<file path="src/rtl/uart_tx_arbiter.sv">
// Two-requester byte-stream arbiter feeding a single 8N1 UART transmitter.
// Round-robin grants, with a packet lock that a timeout can force open.
module uart_tx_arbiter #(
  parameter int CLKS_PER_BIT = 868,
  parameter int LOCK_TIMEOUT = 1000000
) (
  input  logic       sys_clock,
  input  logic       reset,
  input  logic [7:0] s0_tdata,
  input  logic       s0_tvalid,
  input  logic       s0_tlast,
  output logic       s0_tready,
  input  logic [7:0] s1_tdata,
  input  logic       s1_tvalid,
  input  logic       s1_tlast,
  output logic       s1_tready,
  output logic       uart_txd,
  output logic       busy,
  output logic       owner,
  output logic       lock_err
);

  localparam int BW = $clog2(CLKS_PER_BIT);
  localparam int TW = $clog2(LOCK_TIMEOUT + 1);
  localparam logic [BW-1:0] BAUD_LAST = BW'(CLKS_PER_BIT - 1);
  localparam logic [BW-1:0] BAUD_ONE  = BW'(1);
  localparam logic [TW-1:0] TO_LAST   = TW'(LOCK_TIMEOUT - 1);
  localparam logic [TW-1:0] TO_ONE    = TW'(1);

  localparam logic [1:0] IDLE  = 2'd0;
  localparam logic [1:0] START = 2'd1;
  localparam logic [1:0] DATA  = 2'd2;
  localparam logic [1:0] STOP  = 2'd3;

  logic [1:0]    state_q, state_d;
  logic [BW-1:0] baud_q, baud_d;
  logic [2:0]    bit_q, bit_d;
  logic [7:0]    data_q, data_d;
  logic          lock_q, lock_d;
  logic          owner_q, owner_d;
  logic          lock_err_q, lock_err_d;
  logic [TW-1:0] to_cnt_q, to_cnt_d;
  logic          armed_q, armed_d;
  logic          txd_q, txd_d;
  logic          busy_q, busy_d;

  logic grant_s;
  logic req_s;
  logic accept_s;
  logic baud_wrap_s;

  // Arbitration: a held lock pins the grant to the owner, otherwise round-robin.
  always_comb begin
    grant_s = owner_q;
    req_s   = 1'b0;
    if (lock_q) begin
      grant_s = owner_q;
      req_s   = owner_q ? s1_tvalid : s0_tvalid;
    end else if (s0_tvalid && s1_tvalid) begin
      grant_s = ~owner_q;
      req_s   = 1'b1;
    end else if (s0_tvalid) begin
      grant_s = 1'b0;
      req_s   = 1'b1;
    end else if (s1_tvalid) begin
      grant_s = 1'b1;
      req_s   = 1'b1;
    end else begin
      grant_s = owner_q;
      req_s   = 1'b0;
    end
  end

  // armed_q keeps the first post-reset cycle from accepting anything.
  assign accept_s  = armed_q && (state_q == IDLE) && req_s;
  assign s0_tready = accept_s && !grant_s;
  assign s1_tready = accept_s && grant_s;

  // Frame sequencing, byte capture, lock and lock-timeout bookkeeping.
  always_comb begin
    state_d     = state_q;
    baud_d      = baud_q;
    bit_d       = bit_q;
    data_d      = data_q;
    lock_d      = lock_q;
    owner_d     = owner_q;
    lock_err_d  = lock_err_q;
    to_cnt_d    = to_cnt_q;
    armed_d     = 1'b1;
    baud_wrap_s = (baud_q == BAUD_LAST);
    case (state_q)
      IDLE: begin
        if (accept_s) begin
          state_d  = START;
          baud_d   = '0;
          bit_d    = 3'd0;
          data_d   = grant_s ? s1_tdata : s0_tdata;
          lock_d   = ~(grant_s ? s1_tlast : s0_tlast);
          owner_d  = grant_s;
          to_cnt_d = '0;
        end else if (lock_q) begin
          if (to_cnt_q == TO_LAST) begin
            lock_d     = 1'b0;
            lock_err_d = 1'b1;
            to_cnt_d   = '0;
          end else begin
            to_cnt_d = to_cnt_q + TO_ONE;
          end
        end else begin
          to_cnt_d = '0;
        end
      end
      START: begin
        if (baud_wrap_s) begin
          state_d = DATA;
          baud_d  = '0;
          bit_d   = 3'd0;
        end else begin
          baud_d = baud_q + BAUD_ONE;
        end
      end
      DATA: begin
        if (baud_wrap_s) begin
          baud_d = '0;
          if (bit_q == 3'd7) begin
            state_d = STOP;
          end else begin
            bit_d = bit_q + 3'd1;
          end
        end else begin
          baud_d = baud_q + BAUD_ONE;
        end
      end
      STOP: begin
        if (baud_wrap_s) begin
          state_d = IDLE;
          baud_d  = '0;
        end else begin
          baud_d = baud_q + BAUD_ONE;
        end
      end
      default: begin
        state_d = IDLE;
        baud_d  = '0;
      end
    endcase
  end

  // Line level and busy are derived from next-state so both come straight off flops.
  always_comb begin
    case (state_d)
      START:   txd_d = 1'b0;
      DATA:    txd_d = data_d[bit_d];
      STOP:    txd_d = 1'b1;
      default: txd_d = 1'b1;
    endcase
    busy_d = (state_d != IDLE) || lock_d;
  end

  // State registers with asynchronous reset.
  always_ff @(posedge sys_clock or posedge reset) begin
    if (reset) begin
      state_q    <= IDLE;
      baud_q     <= '0;
      bit_q      <= 3'd0;
      data_q     <= 8'd0;
      lock_q     <= 1'b0;
      owner_q    <= 1'b1;
      lock_err_q <= 1'b0;
      to_cnt_q   <= '0;
      armed_q    <= 1'b0;
      txd_q      <= 1'b1;
      busy_q     <= 1'b0;
    end else begin
      state_q    <= state_d;
      baud_q     <= baud_d;
      bit_q      <= bit_d;
      data_q     <= data_d;
      lock_q     <= lock_d;
      owner_q    <= owner_d;
      lock_err_q <= lock_err_d;
      to_cnt_q   <= to_cnt_d;
      armed_q    <= armed_d;
      txd_q      <= txd_d;
      busy_q     <= busy_d;
    end
  end

  assign uart_txd = txd_q;
  assign busy     = busy_q;
  assign owner    = owner_q;
  assign lock_err = lock_err_q;

endmodule

</file>
<file path="config.mk">
export PLATFORM = sky130hd
export DESIGN_NAME = uart_tx_arbiter
export DESIGN_NICKNAME = d
export VERILOG_FILES = /design/src/rtl/uart_tx_arbiter.sv
export SDC_FILE = /design/constraint.sdc
export NUM_CORES = 1
export LEC_CHECK = 0
export ABC_AREA = 1
export CELL_PAD_IN_SITES_DETAIL_PLACEMENT = 1
export CELL_PAD_IN_SITES_GLOBAL_PLACEMENT = 1
export CORE_MARGIN = 5
export CORE_UTILIZATION = 45
export CTS_CLUSTER_DIAMETER = 120
export DETAILED_ROUTE_END_ITERATION = 12
export GPL_ROUTABILITY_DRIVEN = 0
export GPL_TIMING_DRIVEN = 0
export PLACE_DENSITY = 0.8
export SKIP_CTS_REPAIR_TIMING = 1
export SLEW_MARGIN = 20
export SYNTH_ARGS = -nofsm -noshare
export SYNTH_HDL_FRONTEND = slang
export SYNTH_SLANG_ARGS = --single-unit
</file>
<file path="constraint.sdc">
create_clock -name sys_clock -period 3.3 [get_ports sys_clock]
set_clock_uncertainty 0.05 [all_clocks]
set_input_delay 0.66 -clock sys_clock [delete_from_list [all_inputs] [get_ports sys_clock]]
set_output_delay 0.66 -clock sys_clock [all_outputs]
set_load 0.1 [all_outputs]
</file>
## Word level (Yosys, flattened, before mapping)

Index checks and enable logic that the tools add are counted.

| storage, ports and cells | value |
|---|---|
| register bits after elaboration | 49 |
| output and inout port bits | 6 |

| operators by class | value |
|---|---|
| add/subtract/negate cells | 3 |
| order comparisons | 1 |
| eq/ne operators | 9 |
| mux-type cells | 37 |
| bitwise gates (word level) | 3 |
| reduce and logical (&&, ||, !) cells | 12 |

Operators with widths:

| kind | number |
|---|---|
| $mux 20 | 3 |
| $mux 8 | 3 |
| $add 20x1->20 const B | 1 |
| $eq 20x20->1 const B | 1 |
| $mux 10 | 2 |
| $pmux 10 s2 | 1 |
| $mux 1 | 15 |
| $mux 3 | 4 |
| $add 10x1->10 const B | 1 |
| $eq 10x10->1 const B | 1 |
| $mux 2 | 5 |
| $pmux 3 s3 | 1 |
| $pmux 2 s4 | 1 |
| $eq 2x2->1 const B | 3 |
| $logic_and 1x1->1 | 5 |
| $eq 2x1->1 const B | 2 |
| $lt 3x4->1 const B | 1 |
| $reduce_and 4->1 | 1 |
| $add 3x1->3 const B | 1 |
| $bmux 1 s3 | 1 |
| $eq 3x3->1 const B | 1 |
| $not 1->1 | 3 |
| $reduce_or 3->1 | 1 |
| $logic_not 2->1 | 1 |
| 6 further kinds | 6 |

## Longest topological paths before layout

| depth | value |
|---|---|
| word-level depth | 10 |
| gate-level depth with buffers | 15 |

## Least setup slack after synthesis

Ideal clock, no wire load.

| timing path | value |
|---|---|
| path type | reg2out |
| start | register owner_q, in the netlist owner |
| end | output s0_tready |
| data arrival time | 2.688 ns |
| required time | 2.590 ns |
| setup slack | -0.098 ns |
| cell stages (with the launch flop) | 8 |
| path buffers | 1 |
| cells stage by stage | dfstp_2 > inv_2 > nand2_1 > nand2_1 > nand2_2 > nand2_8 > buf_6 > nor2_1 |

| between the ends | value |
|---|---|
| longest elaborated chain between the ends | 6 |

RTL lines:

| what | line | text |
|---|---|---|
| from (decl) | 40 | `logic owner_q, owner_d;` |
| from (signal assigned) | 180 | `owner_q <= owner_d;` |
| $mux 1 | 65 | `end else if (s1_tvalid) begin` |
| $mux 1 | 62 | `end else if (s0_tvalid) begin` |
| $mux 1 | 59 | `end else if (s0_tvalid && s1_tvalid) begin` |
| $mux 1 | 56 | `if (lock_q) begin` |
| $logic_not 1->1 | 76 | `assign s0_tready = accept_s && !grant_s;` |
| $logic_and 1x1->1 (*) | 76 |  |
| to (decl) | 12 | `output logic s0_tready,` |

Mark *: on every way between the ends. The rest lies on a longest branch, timed or not.

## Worst setup path in the final report

| timing path | value |
|---|---|
| start | input s1_tvalid |
| end | output s0_tready |

| between the ends | value |
|---|---|
| longest elaborated chain between the ends | 6 |

RTL lines:

| what | line | text |
|---|---|---|
| from (decl) | 14 | `input logic s1_tvalid,` |
| $mux 1 | 65 |  |
| $mux 1 | 62 |  |
| $mux 1 | 59 |  |
| $mux 1 | 56 |  |
| $logic_and 1x1->1 or $logic_not 1->1 (tied branches) | 75, 76 |  |
| $logic_and 1x1->1 (*) | 76 |  |

Marks and branches as above.

==> metrics.txt <==
routed wire length roughly 7400 um; Detailed Route Iter0 Violations 69; vias per cell between 5 and 6; Final min period about 3200 ps; IO buf count 27; total global routing overflow 0; reg-to-reg endpoint to_cnt_q[6]; Die W 91.0 um; Hold EP data_q[2]; async set-reset flop share out of synthesis 100%; most common cell after layout, fill and taps aside nand2_1; Final setup viols 0; Initial Util about 47%; synthesized flop and latch total about 50; first-pass GRT wire length between 10000 and 15000 um; DRT antenna net count 0; CP top delay family buffers and inverters; root buffer cell clkbuf_8; initial antenna violation count 0; CP max-delay cell dlymetal6s2s_1; residual DRC count 0; Post-Syn Area between 0.002 and 0.003 mm^2; largest net degree at the start of global routing 31; reg-to-reg startpoint to_cnt_q[0]; post-synthesis cell type count 42; Slew @ Worst Pin 984 ps; Pleak about 1.7 nW; total number of vias approximately 2600; worst path arrival time 2450 ps; io pins 28; Power Dens Cells between 200 and 300 mW/mm^2; Seq. cell area 0.00123 mm^2; n_diodes 0; Reg clk slew, reported paths around 90 ps; first-pass iteration count of the detailed router 4; area of the multi-input gates roughly 0.0015 mm^2; post-layout net count about 450; Critical Path, Cell by Cell clkdlybuf4s50_1 -> nand2_1 -> nand2_2 -> nand2_8 -> buf_6 -> nor2_2 -> dlymetal6s2s_1; Tcrit/Tclk final between 90% and 100%; H-tree depth 2; fmax 316 MHz; Mean Syn Cell Area 7.53 um^2; Die Span Y 91.0 um; Slew Limit Fails 0; Area growth, synth to finish 16.1%; clock latency on the worst-skew pair roughly 300 ps; critical hold path startpoint data_q[2]; FP Rows 29; worst r2r path cells 9; Total Routing Usage GR 18.4%; status complete, no violations; CTS tree yes; Setup crit end kind primary output; cells after synthesis 392; Critical Path Start Type input port; commonest non-fill, non-tap cells in the layout nand2_1, dfrtp_1, inv_1; CP max FO 10; HP Class reg -> reg; Seq/Total Area, Yosys a little over two fifths; Final Util around 54%; DIE AREA between 0.008 and 0.009 mm^2; core area 0.00635 mm^2; VDD IR max between 0.15 and 0.2 mV; WP buf/inv 3; post-synth top area cell dfrtp_1; routed len/inst ~15 um; critical path's largest stage delay 740 ps; Worst Path Required between 2000 and 3000 ps; worst hold path depth 2; Synth Net Count approximately 420; detailed-placement wirelength estimate 5830 um; ys flop type dfrtp_1; vias in the first global route roughly 2700; Fill cells approximately 800; Post-synth EDFFs 0; RSZ-0062 raised after global routing false; CTS max path bufs 2; fraction of layout cells with a size suffix above 1 11.2%; ranking of synthesized cells by area dfrtp_1, nand2_1, nand3_1; Num Clock Sinks 49; top cell type's share of synthesized area between 30% and 40%; total chip power 1.03 mW; max_slew headroom 34.2%; CTS Buf Count 5; Setup Crit Path Kind in -> out; Synth Warn # 0; max-cap violations 0; r2r setup slk ~1200 ps; Final Hold Viols 0
## registers in the layout, indices dropped and copies added, names as in the netlist, 2 cells and up
signal / cells
baud_q: 10
data_q: 8
to_cnt_q: 20
state_q: 2
bit_q: 3
## where the power goes
group          leakage (nW)  total (mW)  switching, mW  internal (mW)
Combinational          1.01      0.0588         0.0279         0.0309
Clock                0.0433       0.368          0.202          0.166
Sequential            0.629       0.601       0.000214          0.601
Total                  1.68        1.03          0.230          0.798
## Yosys cell counts, drive strengths merged (3+ instances only)
| cell | n |
|---|---|
| dfrtp | 47 |
| ha | 3 |
| nand3 | 42 |
| xnor2 | 3 |
| nand4 | 8 |
| nand2 | 114 |
| nor4 | 3 |
| nor3b | 3 |
| xor2 | 6 |
| o22ai | 3 |
| nor2 | 49 |
| o21ai | 19 |
| inv | 53 |
| nor3 | 10 |
| buf | 7 |
| a21oi | 9 |
## tightest hold or removal path, cell delays in order (launching register included)
cell and delay [ps]:
dfrtp_1 330, nand2_1 50, nand2_1 70
## per-stage QoR
| stage | TNS (ps) | worst slack (ps) | cells | instance area (um^2) | hold WS [ps] |
|---|---|---|---|---|---|
| floorplan | 0 | 381 | 392 | 2960 | 395 |
| global placement | -572 | -324 | 496 | 3320 | 419 |
| detailed placement | -607 | -355 | 497 | 3340 | 421 |
| CTS | -630 | -368 | 504 | 3430 | 444 |
| global route | 0 | 74.0 | 504 | 3430 | 459 |
| finish | 0 | 140 | 504 | 3430 | 438 |
## layer usage
layer / share of wire, % / track usage, % / vias to the layer above
li1: - / - / 1329
met4: 1.7 / 5.75 / 0
met3: 3.1 / 3.39 / 9
met1: 48 / 24.6 / 1248
met2: 47 / 30.3 / 37
met5: 0 / 0 / -
## logic make-up (layout without fill, tap and decap cells)
family	count (synthesis)	count (layout)	synth area share [%]
xor gates and xnor gates	9	9	2.67
DFF	49	49	41.6
other	1	1	0.127
AOI/OAI and AO/OA	37	37	7.03
buffers and inverters	61	96	9.07
adders and majority gates	3	3	1.27
and+or+nand+nor	232	232	38.2
## how the worst max path moves through the flow
stage              start   endpoint  depth (start not counted)  slack (ps)
6_report       s1_tvalid  s0_tready                          7         140
5_1_grt        s0_tvalid  s0_tready                          7          70
4_1_cts        s1_tvalid  s1_tready                          7        -370
3_5_place_dp   s1_tvalid  s1_tready                          7        -350
3_3_place_gp   s1_tvalid  s1_tready                          7        -320
2_1_floorplan      owner  s0_tready                          7         380
## cell type report
class / instances / area share [%]
clock inverters: 1 / 0.219
clock buffers: 6 / 2.41
well taps: 77 / 2.81
repair buffers: 28 / 8.39
flip-flops and latches: 49 / 35.8
multi-input cells: 282 / 42.5
inverters: 54 / 6.13
plain buffers: 7 / 1.68
(Power assumes the default switching activity.)
